--- src/rtl/encoder8_serializer_pkg.sv ---
// Shared multdiv encoder constants and serializer state encoding.
// No logic here; widths pair with the 3-to-8 decoder on the other side.
package encoder8_serializer_pkg;

  localparam int ENC_IN_W  = 8;
  localparam int ENC_IDX_W = 3;

  typedef enum logic {
    IDLE = 1'b0,
    EMIT = 1'b1
  } state_e;

endpackage

--- src/rtl/encoder8_serializer_priority_encoder8.sv ---
// Combinational lowest-set-bit encoder with any/onehot flags; zero latency.
// No state and no handshake; idx is 0 when vec is all-zero.
module priority_encoder8
  import encoder8_serializer_pkg::*;
(
  input  logic [ENC_IN_W-1:0]  vec,
  output logic [ENC_IDX_W-1:0] idx,
  output logic                 any,
  output logic                 onehot
);

  // Scan from the top so the lowest set bit is the last assignment to win.
  always_comb begin
    idx = '0;
    for (int i = ENC_IN_W - 1; i >= 0; i--) begin
      if (vec[i]) idx = i[ENC_IDX_W-1:0];
    end
  end

  assign any    = |vec;
  assign onehot = any && ((vec & (vec - ENC_IN_W'(1))) == '0);

endmodule

--- src/rtl/encoder8_serializer.sv ---
// Serializes an 8-bit multi-hot vector into 3-bit indices, lowest first; first index one edge after accept.
// One vector in flight: in_ready low while emitting; outputs hold while out_ready is low.
module encoder8_serializer
  import encoder8_serializer_pkg::*;
(
  input  logic                 clock,
  input  logic                 reset_n,
  input  logic                 in_valid,
  output logic                 in_ready,
  input  logic [ENC_IN_W-1:0]  in_vec,
  output logic                 out_valid,
  input  logic                 out_ready,
  output logic [ENC_IDX_W-1:0] out_idx,
  output logic                 out_last,
  output logic                 out_none,
  output logic                 busy
);

  state_e              state_q, state_d;
  logic [ENC_IN_W-1:0] pending_q, pending_d;
  logic                zero_flag_q, zero_flag_d;

  logic [ENC_IDX_W-1:0] enc_idx;
  logic                 enc_any;
  logic                 enc_onehot;
  logic                 last_beat;

  priority_encoder8 u_penc (
    .vec    (pending_q),
    .idx    (enc_idx),
    .any    (enc_any),
    .onehot (enc_onehot)
  );

  // popcount(pending) <= 1; an all-zero vector is its own last beat.
  assign last_beat = !enc_any || enc_onehot;

  always_ff @(posedge clock or negedge reset_n) begin
    if (!reset_n) begin
      state_q     <= IDLE;
      pending_q   <= '0;
      zero_flag_q <= 1'b0;
    end else begin
      state_q     <= state_d;
      pending_q   <= pending_d;
      zero_flag_q <= zero_flag_d;
    end
  end

  always_comb begin
    state_d     = state_q;
    pending_d   = pending_q;
    zero_flag_d = zero_flag_q;
    case (state_q)
      IDLE: begin
        if (in_valid) begin
          pending_d   = in_vec;
          zero_flag_d = (in_vec == '0);
          state_d     = EMIT;
        end
      end
      EMIT: begin
        if (out_ready) begin
          pending_d = pending_q & ~(ENC_IN_W'(1) << enc_idx);
          if (last_beat) begin
            state_d     = IDLE;
            zero_flag_d = 1'b0;
          end
        end
      end
      default: state_d = IDLE;
    endcase
  end

  // Outputs come from registers only, so nothing on the input side reaches them combinationally.
  always_comb begin
    in_ready  = 1'b1;
    out_valid = 1'b0;
    busy      = 1'b0;
    out_idx   = '0;
    out_last  = 1'b0;
    out_none  = 1'b0;
    if (state_q == EMIT) begin
      in_ready  = 1'b0;
      out_valid = 1'b1;
      busy      = 1'b1;
      out_idx   = enc_idx;
      out_last  = last_beat;
      out_none  = zero_flag_q;
    end
  end

endmodule
--- config.mk ---
export PLATFORM = sky130hd
export DESIGN_NAME = encoder8_serializer
export DESIGN_NICKNAME = d
export VERILOG_FILES = /design/src/rtl/encoder8_serializer_pkg.sv /design/src/rtl/encoder8_serializer_priority_encoder8.sv /design/src/rtl/encoder8_serializer.sv
export SDC_FILE = /design/constraint.sdc
export NUM_CORES = 1
export LEC_CHECK = 0
export CAP_MARGIN = 10
export CORE_MARGIN = 10
export CORE_UTILIZATION = 40
export CTS_BUF_LIST = sky130_fd_sc_hd__clkbuf_4 sky130_fd_sc_hd__clkbuf_8
export CTS_CLUSTER_SIZE = 8
export DETAILED_ROUTE_END_ITERATION = 16
export GPL_TIMING_DRIVEN = 0
export PLACE_DENSITY = 0.78
export SYNTH_ARGS = -nofsm -noshare
export SYNTH_HDL_FRONTEND = slang
export SYNTH_HIERARCHICAL = 1
export SYNTH_SLANG_ARGS = --single-unit
--- constraint.sdc ---
create_clock -name clock -period 6.4 [get_ports clock]
set_clock_uncertainty 0.1 [all_clocks]
set_input_delay 0.64 -clock clock [delete_from_list [all_inputs] [get_ports clock]]
set_output_delay 0.64 -clock clock [all_outputs]
set_load 0.01 [all_outputs]
# Word-level counts from Yosys, hierarchy flattened
# Index checks and enable logic that the tools add are counted.
# classes
add_sub_neg	1
n_eq_ne	3
n_shift	1
muxes	24
bitwise	4
reduce_logical	8
# ops
op	n
3-bit two-way mux	9
8-bit bitwise AND	2
8-bit zero test	2
8-bit two-way mux	2
8-bit one-hot mux with 2 select lines	1
1-bit two-way mux	10
8-bit inverter	1
8-bit OR reduction	1
1-bit by 3-bit left shift with 8-bit output, first input constant	1
8-bit by 1-bit subtractor with 8-bit output, second input constant	1
2-bit inequality test, second input constant	2
1-bit one-hot mux with 2 select lines	2
3-bit AND reduction	1
2-bit by 1-bit inequality test with 1-bit output, second input constant	1
2-bit AND reduction	1
1-bit logical AND	1
1-bit zero test	1
1-bit logical OR	1
1-bit inverter	1
# word_totals
ff_bits	10
inputBits	12
output_inout_bits	8
wordCells	44

# Depth between registers and ports, before layout
# logic_depth
ltp_word	13
mapped_depth	7
ltp_nobuf	7

# By module
# Netlist, hierarchy kept.
# by_module_without_submodules
module	n_inst	cells_per_inst	area_per_inst_um2	seq_area_each_um2
encoder8_serializer	1	51	544.3	250.2
priority_encoder8	1	24	162.7	0.0

# Worst setup path before layout
# No wires, ideal clock.
# synth_timing
kind	register -> output
startpoint	register pending_q[3]
endpoint	output out_last
arrival_time_ps	1710
required_ps	5660
slack_ps	3950
path_stages_with_launch	7
n_path_buf	0
path_cell_list	dfrtp_1 nor4_4 inv_1 a2111oi_2 o22a_1 and2b_1 nor2_1
# synth_between
elab_chain_len	6
word_cells_on_any_way	8
classes_between	add/sub: 1; mux: 1; bitwise: 1; reduce/logical: 5
# synth_rtl
item	line_no	text
start, declared	encoder8_serializer.sv:20	logic [ENC_IN_W-1:0] pending_q, pending_d;
start signal, assigned	encoder8_serializer.sv:45	pending_q <= pending_d;
8-bit by 1-bit subtractor with 8-bit output	encoder8_serializer_priority_encoder8.sv:21	assign onehot = any && ((vec & (vec - ENC_IN_W'(1))) == '0);
8-bit bitwise AND	encoder8_serializer_priority_encoder8.sv:21	
8-bit zero test	encoder8_serializer_priority_encoder8.sv:21	
1-bit logical AND (*)	encoder8_serializer_priority_encoder8.sv:21	
via enc_onehot	encoder8_serializer.sv:25	logic enc_onehot;
1-bit logical OR (*)	encoder8_serializer.sv:36	assign last_beat = !enc_any || enc_onehot;
1-bit two-way mux (*)	encoder8_serializer.sv:83	if (state_q == EMIT) begin
end, declared	encoder8_serializer.sv:14	output logic out_last,
# Mark *: on every way through the listed nets, which the timed path passes. The rest lies on a longest branch.

# Worst setup path after layout
# Ends and elaborated chain as after synthesis.

==> metrics <==
status finished, final reports clean; Final setup viols 0; Critical Setup Path Class register to output pin; Final ANT Viol Nets 0; Detailed Routing Iterations Pass 1 4; Post-CTS Resized 0; Worst path slowest cell clkdlybuf4s50_1; diodes inserted 0; Overall Power 492 uW; R2R setup slack 3.95 ns; initial antenna violation count 0; delay-heaviest family, CP simple AND/OR/NAND/NOR gates; Slew Limit Headroom 69.5%; post-DP HPWL 1510 um; H-tree Lvls 1; postcts setup bufs 0; Skew-Pair Late Insertion Delay 0.26 ns; Die Y 62.0 um; Clock Path Buffers 2; routed wire length 1900 um; routed length on met3 261 um; CTS tree done; Critical Path Sink Type output pin; Final min period 3.41 ns; clock slew seen by the registers of the worst setup and hold paths 0.06 ns; startpoint types register; area of the core 1710 um^2; Max Cap Viol 0; slew at the pin closest to its max-slew limit 0.456 ns; WP data arrival 2.67 ns; warnings from Yosys 6; cts hold-fix bufs 0; Largest stage delay, worst path 0.55 ns; routed length on met1 818 um; most frequent cells in the layout 19 x clkdlybuf4s50_1, 10 x dfrtp_1, 7 x a22o_1; Setup TNS 0 ns; Pleak 0.395 nW; layout net count 111; sequential fraction of the synthesis area 35.4%; drc violations 0; # clock sinks 10; first-pass GRT wire length 3130 um; crit path cell chain nor4_4 -> inv_1 -> a2111oi_2 -> o22a_1 -> and2b_1 -> nor2_1 -> clkdlybuf4s50_1; Row Count 15; largest net degree at the start of global routing 11; RePlAce Congestion 0.915; #FFs+latches synth 10; syn nets 87; via count 701; Initial DRC Count 21; vias in the first global route 716; vias per inst 5.75; final worst-path cycle share 53.2%; layout cells sized above 1 13.4%; post-DR wirelength/cell 15.6 um; routed length on met2 774 um; die area 3850 um^2; CTS root buf clkbuf_4; Slew Viols, Final 0; commonest non-fill, non-tap cell in the layout clkdlybuf4s50_1; critical path buffer and inverter count 2; Final Hold Viols 0; distinct cell type count of the synthesized netlist 34; total grt overflow 0; Initial Utilization 41.4%; Highest Signal Layer met4; PD cells 517 nW/um^2; placed instance area 928 um^2; f_max 294 MHz; hold crit path type register to register; syn avg cell area 9.43 um^2; number of CTS-inserted buffers 3; Hold WS 0.403 ns; num ports 20; Cells after Synth 75; Area growth, synth to finish 34.5%; post-synth design cell area 707 um^2; Critical Path RT 5.66 ns; Design Area, Final 951 um^2; I/O Buffers 19; chip width 62.0 um; unrepaired setup endpoints after global routing no; Tot GR Track Use 11.1%; crit path max fanout 5; maximum vdd drop 0.377 mV
## metrics by stage
step / utilization, % / setup slack [ns] / instances
after floorplan: - / 3.95 / 75
after global placement: 54.4 / 3.36 / 119
after CTS: 55.7 / 2.97 / 122
after detailed placement: 54.4 / 3.28 / 119
after global routing: 55.7 / 2.79 / 122
final: 55.7 / 2.99 / 122
## where the power goes
group	leakage (nW)	internal (mW)	switching, mW	total (mW)
Sequential	0.125	0.0893	0.0492	0.139
Combinational	0.257	0.168	0.144	0.312
Clock	0.0138	0.0216	0.0198	0.0414
Total	0.395	0.279	0.213	0.492
## cell usage after synthesis
master / instances / share of area (%)
dfrtp_1: 10 / 35
a22o_1: 7 / 8.7
o21ai_0: 5 / 3.5
and2_1: 4 / 3.5
inv_1: 4 / 2.1
nor2_1: 4 / 2.1
nor3_1: 4 / 2.8
buf_2: 3 / 2.1
o21bai_1: 3 / 3.2
o22ai_1: 3 / 2.7
a21oi_1: 2 / 1.4
nand2_1: 2 / 1.1
nor2b_1: 2 / 1.8
o22a_1: 2 / 2.5
a2111oi_2: 1 / 2.1
a21bo_2: 1 / 1.4
a22o_2: 1 / 1.4
and2b_1: 1 / 1.1
and3_1: 1 / 0.89
and3b_1: 1 / 1.2
and4b_1: 1 / 1.4
buf_4: 1 / 1.1
maj3_1: 1 / 1.4
mux2_1: 1 / 1.6
nand2b_1: 1 / 0.89
nand4_1: 1 / 0.89
nor4_1: 1 / 0.89
nor4_2: 1 / 1.8
nor4_4: 1 / 3.0
o41ai_1: 1 / 1.2
or2b_1: 1 / 1.1
or3_1: 1 / 0.89
or4_4: 1 / 1.6
xnor2_1: 1 / 1.2
## state kept, by name, indices dropped and copies added (netlist names)
register / flops
pending_q: 8
zero_flag_q: 1
state_q: 1
## per-layer routing
layer | vias to the layer above | global-route usage (%)
met3 | 9 | 6.50
met1 | 324 | 12.6
met5 | - | 0
li1 | 328 | -
met4 | 0 | 4.78
met2 | 40 | 16.4
## final cells by class
type	instances	area, um^2
Buffer	4	22.5
Clock buffer	3	22.5
Fill cell	159	757
Inverter	4	15.0
Multi-Input combinational cell	57	419
Sequential cell	10	250
Tap cell	25	31.3
Timing Repair Buffer	19	190
## cells by family (layout without fill, tap and decap cells)
kind of cell               count (synthesis)  after routing  synth area share, %
AOI/OAI and AO/OA                         26             26                 28.1
adders and majority gates                  1              1                 1.42
xor gates and xnor gates                   1              1                 1.24
and+or+nand+nor                           28             28                 26.9
muxes                                      1              1                 1.59
DFF                                       10             10                 35.4
buffers and inverters                      8             30                 5.31
## final timing paths
kind	start	to	depth (start not counted)
min	zero_flag_q	zero_flag_q	1
max reg2reg	pending_q[3]	zero_flag_q	7
min in group asynchronous	reset_n	pending_q[2]	1
min reg2reg	zero_flag_q	zero_flag_q	1
max in group asynchronous	reset_n	zero_flag_q	1
max	pending_q[3]	out_last	7
No activity file was read; power rests on OpenSTA's default activity.
